==> config.mk <==
export PLATFORM = sky130hd
export DESIGN_NAME = maxpool1_layer
export DESIGN_NICKNAME = d
export VERILOG_FILES = /design/src/rtl/maxpool1_layer.sv
export SDC_FILE = /design/constraint.sdc
export NUM_CORES = 1
export LEC_CHECK = 0
export ABC_CLOCK_PERIOD_IN_PS = 9600
export BUFFER_PORTS_ARGS = -buffer_cell sky130_fd_sc_hd__buf_2
export CORE_MARGIN = 2
export CORE_UTILIZATION = 50
export CTS_BUF_LIST = sky130_fd_sc_hd__clkbuf_8
export DETAILED_ROUTE_END_ITERATION = 10
export PLACE_DENSITY = 0.63
export SLEW_MARGIN = 25
export SYNTH_ARGS = -nofsm -noshare
export SYNTH_HDL_FRONTEND = slang
export SYNTH_SLANG_ARGS = --single-unit
==> constraint.sdc <==
create_clock -name clk -period 9.6 [get_ports clk]
set_input_delay 1.92 -clock clk [delete_from_list [all_inputs] [get_ports clk]]
set_output_delay 1.92 -clock clk [all_outputs]
set_load 0.05 [all_outputs]
==> src/rtl/maxpool1_layer.sv <==
// 2x2 stride-2 signed max-pooling over three channels, raster-order input with stalls.
// Optional MAXPOOL1_RELU_EN clamps negative pooled results to zero before registering.
module maxpool1_layer #(
   parameter int IMG_W  = 24,
   parameter int IMG_H  = 24,
   parameter int DATA_W = 12
) (
   input  logic                     clk,
   input  logic                     rst,
   input  logic                     valid_in,
   input  logic signed [DATA_W-1:0] conv_out_1,
   input  logic signed [DATA_W-1:0] conv_out_2,
   input  logic signed [DATA_W-1:0] conv_out_3,
   output logic signed [DATA_W-1:0] max_value_1,
   output logic signed [DATA_W-1:0] max_value_2,
   output logic signed [DATA_W-1:0] max_value_3,
   output logic                     valid_out_pool,
   output logic                     frame_done
);

   localparam int HALF_W = IMG_W / 2;
   localparam int CW     = (IMG_W > 1) ? $clog2(IMG_W) : 1;
   localparam int RW     = (IMG_H > 1) ? $clog2(IMG_H) : 1;
   localparam int BW     = (HALF_W > 1) ? $clog2(HALF_W) : 1;

   function automatic logic signed [DATA_W-1:0] max2(input logic signed [DATA_W-1:0] a,
                                                     input logic signed [DATA_W-1:0] b);
      max2 = (a > b) ? a : b;
   endfunction

   function automatic logic signed [DATA_W-1:0] relu(input logic signed [DATA_W-1:0] v);
`ifdef MAXPOOL1_RELU_EN
      relu = v[DATA_W-1] ? {DATA_W{1'b0}} : v;
`else
      relu = v;
`endif
   endfunction

   logic [CW-1:0]            col_q, col_d;
   logic [RW-1:0]            row_q, row_d;
   logic signed [DATA_W-1:0] hold_q [3];
   logic signed [DATA_W-1:0] hold_d [3];
   logic signed [DATA_W-1:0] max_q  [3];
   logic signed [DATA_W-1:0] max_d  [3];
   logic signed [DATA_W-1:0] pix_s  [3];
   logic signed [DATA_W-1:0] lb_rd_s [3];
   logic signed [DATA_W-1:0] lb_wr_s [3];
   logic signed [DATA_W-1:0] linebuf_q [3][HALF_W];
   logic                     valid_q, valid_d;
   logic                     done_q, done_d;
   logic                     lb_we_s;
   logic [BW-1:0]            lb_idx_s;
   logic                     col_last_s, row_last_s;

   assign pix_s[0] = conv_out_1;
   assign pix_s[1] = conv_out_2;
   assign pix_s[2] = conv_out_3;

   assign col_last_s = (col_q == CW'(IMG_W - 1));
   assign row_last_s = (row_q == RW'(IMG_H - 1));
   assign lb_idx_s   = BW'(col_q >> 1);

   // Next-state: raster counters, per-parity hold/line-buffer/output updates
   always_comb begin
      col_d   = col_q;
      row_d   = row_q;
      hold_d  = hold_q;
      max_d   = max_q;
      valid_d = 1'b0;
      done_d  = 1'b0;
      lb_we_s = 1'b0;
      for (int c = 0; c < 3; c++) begin
         lb_rd_s[c] = linebuf_q[c][lb_idx_s];
         lb_wr_s[c] = max2(hold_q[c], pix_s[c]);
      end
      if (valid_in) begin
         if (col_last_s) begin
            col_d = {CW{1'b0}};
            row_d = row_last_s ? {RW{1'b0}} : row_q + RW'(1);
         end else begin
            col_d = col_q + CW'(1);
         end
         if (!col_q[0]) begin
            hold_d = pix_s;
         end else if (!row_q[0]) begin
            lb_we_s = 1'b1;
         end else begin
            for (int c = 0; c < 3; c++) begin
               max_d[c] = relu(max2(lb_rd_s[c], lb_wr_s[c]));
            end
            valid_d = 1'b1;
            done_d  = row_last_s && col_last_s;
         end
      end else begin
         lb_we_s = 1'b0;
      end
   end

   // State registers with synchronous reset
   always_ff @(posedge clk) begin
      if (rst) begin
         col_q   <= {CW{1'b0}};
         row_q   <= {RW{1'b0}};
         valid_q <= 1'b0;
         done_q  <= 1'b0;
         for (int c = 0; c < 3; c++) begin
            hold_q[c] <= {DATA_W{1'b0}};
            max_q[c]  <= {DATA_W{1'b0}};
         end
      end else begin
         col_q   <= col_d;
         row_q   <= row_d;
         valid_q <= valid_d;
         done_q  <= done_d;
         hold_q  <= hold_d;
         max_q   <= max_d;
      end
   end

   // Half-row buffer: every entry is rewritten on an even row before the odd row reads it
   always_ff @(posedge clk) begin
      if (lb_we_s) begin
         for (int c = 0; c < 3; c++) begin
            linebuf_q[c][lb_idx_s] <= lb_wr_s[c];
         end
      end
   end

   assign max_value_1    = max_q[0];
   assign max_value_2    = max_q[1];
   assign max_value_3    = max_q[2];
   assign valid_out_pool = valid_q;
   assign frame_done     = done_q;

endmodule

**Word-level counts from Yosys, hierarchy flattened**

Memory sizes are Yosys's and may differ from the RTL's.
Cells that the tools add are included.

- Flip-flop bits (word level): 84
- Bits in writable memories: 432
- Bits of input ports: 39
- Output and inout bits: 38
- Logic and storage cells: 59
- Memories: 1

Memories:

| name | words | bits a word | read ports | clocked after memory_dff | write ports | line | source |
|---|---|---|---|---|---|---|---|
| linebuf_q | 3 | 144 | 3 | 0 | 3 | 48 | `logic signed [DATA_W-1:0] linebuf_q [3][HALF_W];` |

- Add/subtract/negate cells: 2
- Order comparisons: 8
- Equal/unequal tests: 2
- Multiplexer cells: 25
- Bitwise operators: 4
- Reductions and logical operators: 7

Operator list:

| cell | number |
|---|---|
| $mux 12 | 13 |
| $bmux 12 s4 | 3 |
| $mux 144 | 1 |
| $gt 12x12->1 | 6 |
| $demux 12 s4 | 1 |
| $add 5x1->5 const B | 2 |
| $eq 5x5->1 const B | 2 |
| $mux 5 | 2 |
| $ge 5x5->1 const B | 1 |
| $lt 5x1->1 const B | 1 |
| $mux 1 | 5 |
| $not 4->5 | 1 |
| $reduce_and 2->1 | 2 |
| $reduce_or 4->1 | 1 |
| $not 1->1 | 3 |
| $reduce_and 3->1 | 1 |
| $reduce_or 3->1 | 1 |
| $logic_and 1x1->1 | 2 |

**Longest topological paths before layout**

- Depth in word-level cells: 6
- Mapped depth: 20
- Mapped depth without buffers: 17

**Worst setup path before layout**

No wires, ideal clock.

- Path type: in2reg
- Start: in valid_in
- End: mem linebuf_q[0][180] (netlist bit) (enable)
- Library setup time: 474 ps
- Data arrival time: 5,145 ps
- Data required time: 9,126 ps
- Path slack: 3,981 ps
- Stages on the path: 4
- Path buffers: 1
- Cell sequence: clkbuf_1 nand2_1 or3_1 nor3_1

RTL lines:

| what | line | source |
|---|---|---|
| from (decl) | 10 | `input logic valid_in,` |
| to (decl) | 48 |  |

**Worst setup path in the final report**

- Start: in conv_out_2[11]
- End: reg max_q, in the netlist max_value_2[0]

- Longest elaborated chain between the ends: 4

Ends and longest elaborated chain:

| what | line | source |
|---|---|---|
| from (decl) | 12 | `input logic signed [DATA_W-1:0] conv_out_2,` |
| $gt 12x12->1 | 28 | `max2 = (a > b) ? a : b;` |
| $mux 12 (*) | 28 |  |
| $gt 12x12->1 | 28 |  |
| $mux 12 (*) | 28 |  |
| to (signal, indexed assignment) | 108 | `max_q[c] <= {DATA_W{1'b0}};` |
| to (signal assigned) | 116 | `max_q <= max_d;` |
| to (decl) | 43 | `logic signed [DATA_W-1:0] max_q [3];` |

Mark *: on every way between the ends. The rest lies on a longest branch, timed or not.
A chain may end at the register's enable or synchronous reset.

==> results.cfg <==
[outcome]
status = completed

[placed_design]
hpwl_mm = 33.10
pre_cts_ws_ns = 2.184
dpl_cell_area_mm2 = 0.02415
gp_congestion = 0.8212
io_buffers = 76

[sta]
fin_skew_ns = 0.02987
fin_crit_sh = 0.6790
hold_viol_final = 0
rsz0062_at_grt = false
slew_viol_final = 0
max_freq_mhz = 153.4
worst_pin_slew_ns = 0.9279
final.setup.tns_ns = 0
finalWorstSetupSlack_ns = 3.081
setup_violations = 0
max_slew_margin = 0.3814
final.min_clock_period_ns = 6.519

[finish]
syn2layout_area_growth_pct = 11.74
final_area_mm2 = 0.02576
regArea_mm2 = 0.01466
multi_input_area_mm2 = 0.007754
fillers = 3597
drive_above_1_share = 0.2280
num_antenna_cells = 0
final_net_count = 1769

[floorplanning]
initial_core_util = 0.5068
io_pins = 77
row_count = 78
fp.dieW_um = 218.7
die_h_um = 218.7
die_area_mm2 = 0.04783
core_mm2 = 0.04548

[global_route]
grt_max_degree = 55
grt.overflow.total = 0
antenna_found_initial = 0
grt_usage = 0.2297
grt_first_pass_wirelength_mm = 82.61
grt_pass1_vias = 14010

[drt]
ant_nets = 0
firstDrtPassIters = 5
avgViaCountPerCell = 5.952
via_count = 13860
drc = 0
finalWirelength_mm = 53.66
first_iter_violations = 1479
wl_met2_mm = 25.13
wl_met3_mm = 3.297
avgRoutedWirePerCell_um = 23.05
wl_met1_mm = 24.35
top_layer = met4

[power]
power_frac_clock = 0.373
power.total_uw = 4737
pwr-share-comb = 0.095
pwr-share-seq = 0.532
swShare = 0.2469
leakage_uw = 0.009124
power_switching_uw = 1170
ir_worst_vdd_uv = 124.2
p_int_uw = 3567
p_per_area_mw_per_mm2 = 183.9

[synth]
synth_edf_count = 432
ys.flop_type = edfxtp_1
yosysMostFrequentCell = edfxtp_1
synthTopCellsByArea = edfxtp_1 (56%), mux4_2 (9.5%), dfxtp_1 (7.3%), ha_1 (4.0%), mux2i_1 (3.1%)
yosysSeqAreaShare = 0.6358
syn_area_per_cell_um2 = 14.82
synth_nets = 1668
yosysTopAreaCellShare = 0.5628
synth_cells = 1555
yosysUniqueCellTypes = 60
synth_seq_cells = 516
netlist_area_mm2 = 0.02305
yosysWarningCount = 0
yosys.area.top_type = edfxtp_1
yosys-top-cells-count = edfxtp_1 (432), nand2_1 (150), mux4_2 (97)
async_reset_ff_frac = 0

[clock_network]
postCtsSetupBuffers = 0
cts_hold_buf = 0
clock_sinks = 516
htreeDepth = 3
clockRootBuffer = clkbuf_8
clk_pin_slew_ns = 0.05
cts_buffers = 86
cts_tree = done
cts-resized-gates = 0
clk_path_buf_depth = 3
worstSkewPairLatency_ns = 0.65

[setup_path]
required_ns = 10.10
cp-end-kind = register
r2r_end = max_value_2[0]$_SDFFE_PP0P_
cp.arrival_ns = 7.02
r2r_cells = 14
critPathKind = in -> reg
crit_fanout = 28
worstSetupStartpointType = input pin
rr_startpoint = hold_q[23]$_SDFFE_PP0P_
reg2reg_slack_ns = 4.19

[worst_hold_path]
whs_path_depth = 2
hold_end = max_value_3[9]$_SDFFE_PP0P_
hp-start = max_value_3[9]$_SDFFE_PP0P_
min_path_type = reg -> reg

[run]
drv_cap = 0
==> layout make-up <==
cell class | count | share of cell area
Timing Repair Buffer | 109 | 0.02526
Multi-Input combinational cell | 848 | 0.3010
Clock inverter | 65 | 0.01059
Clock buffer | 95 | 0.05076
Tap cell | 600 | 0.02915
Inverter | 95 | 0.01385
Sequential cell | 516 | 0.5693
==> power by group through the flow <==
| stage | clock (µW) | sequential, µW | combinational, µW |
|---|---|---|---|
| 2_1_floorplan | 0 | 2550 | 323 |
| 3_3_place_gp | 0 | 2560 | 433 |
| 3_5_place_dp | 0 | 2570 | 448 |
| 4_1_cts | 1810 | 2520 | 450 |
| 5_1_grt | 1910 | 2520 | 502 |
| 6_report | 1770 | 2520 | 452 |
==> kinds of logic (layout without fill, tap and decap cells) <==
family	count (synthesis)	after routing	share of synthesized area
fa+ha+maj	74	74	0.04017
flops	516	516	0.6358
xor+xnor	2	2	0.0007601
compound gates	282	282	0.09760
simple gates	310	310	0.06085
buf+inv	191	364	0.03344
mux	180	180	0.1314
==> cell usage in the layout, fill, tap and decap left out, types with 22 or more instances in the layout <==
| cell type | Yosys | routed |
|---|---|---|
| a21oi_1 | 91 | 91 |
| a221oi_2 | 23 | 23 |
| a22o_1 | 24 | 24 |
| buf_2 | 28 | 76 |
| buf_4 | 3 | 30 |
| clkbuf_8 | 0 | 95 |
| clkinv_1 | 0 | 22 |
| dfxtp_1 | 84 | 80 |
| edfxtp_1 | 432 | 432 |
| ha_1 | 74 | 72 |
| inv_1 | 95 | 123 |
| mux2i_1 | 72 | 71 |
| mux4_2 | 97 | 97 |
| nand2_1 | 150 | 150 |
| nand3_1 | 24 | 24 |
| nand4_1 | 28 | 28 |
| nor2_1 | 63 | 53 |
| o221ai_1 | 26 | 26 |
| o2bb2ai_1 | 22 | 22 |
==> worst max-delay path, cell delays in order <==
cell      delay (ns)
buf_2           0.11
inv_1           0.07
ha_1            0.82
nand4_1         0.25
or3_1           0.75
nand3_1         0.21
mux2i_1         0.08
a211oi_1        0.43
ha_1            0.34
nor2b_1         0.13
o211ai_1        0.15
a21oi_1         0.09
nor4_1          0.35
mux2i_2         0.67
nand2b_1        0.46
o221ai_1        0.18
==> registers in the layout, summed over array words and instances, names as in the netlist <==
signal          cells
hold_q             36
max_value_1        12
max_value_2        12
col_q               5
frame_done          1
max_value_3        12
row_q               5
linebuf_q         432
valid_out_pool      1
==> through the flow <==
step / cells / util / hold slack (ns)
5_1_grt: 2328 / 0.5663 / 0.4955
3_3_place_gp: 2165 / 0.5303 / 0.4545
2_1_floorplan: 1555 / - / 0.4492
6_report: 2328 / 0.5663 / 0.4672
4_1_cts: 2327 / 0.5658 / 0.4670
3_5_place_dp: 2167 / 0.5311 / 0.4524
==> routing by layer <==
metal,global-route usage,up-vias
met5,0,-
li1,-,6299
met2,0.3653,411
met3,0.04983,73
met4,0.05878,0
met1,0.3230,7073
==> how the worst max path moves through the flow <==
stage	from	end	depth (start not counted)
after floorplan	valid_in	linebuf_q[0][180]$_DFFE_PP_	4
after global placement	conv_out_1[11]	max_value_1[4]$_SDFFE_PP0P_	16
after detailed placement	conv_out_1[11]	max_value_1[9]$_SDFFE_PP0P_	17
after CTS	conv_out_1[11]	max_value_1[4]$_SDFFE_PP0P_	17
after global routing	conv_out_2[11]	max_value_2[0]$_SDFFE_PP0P_	16
final	conv_out_2[11]	max_value_2[0]$_SDFFE_PP0P_	16
No activity file was read; power rests on OpenSTA's default activity.
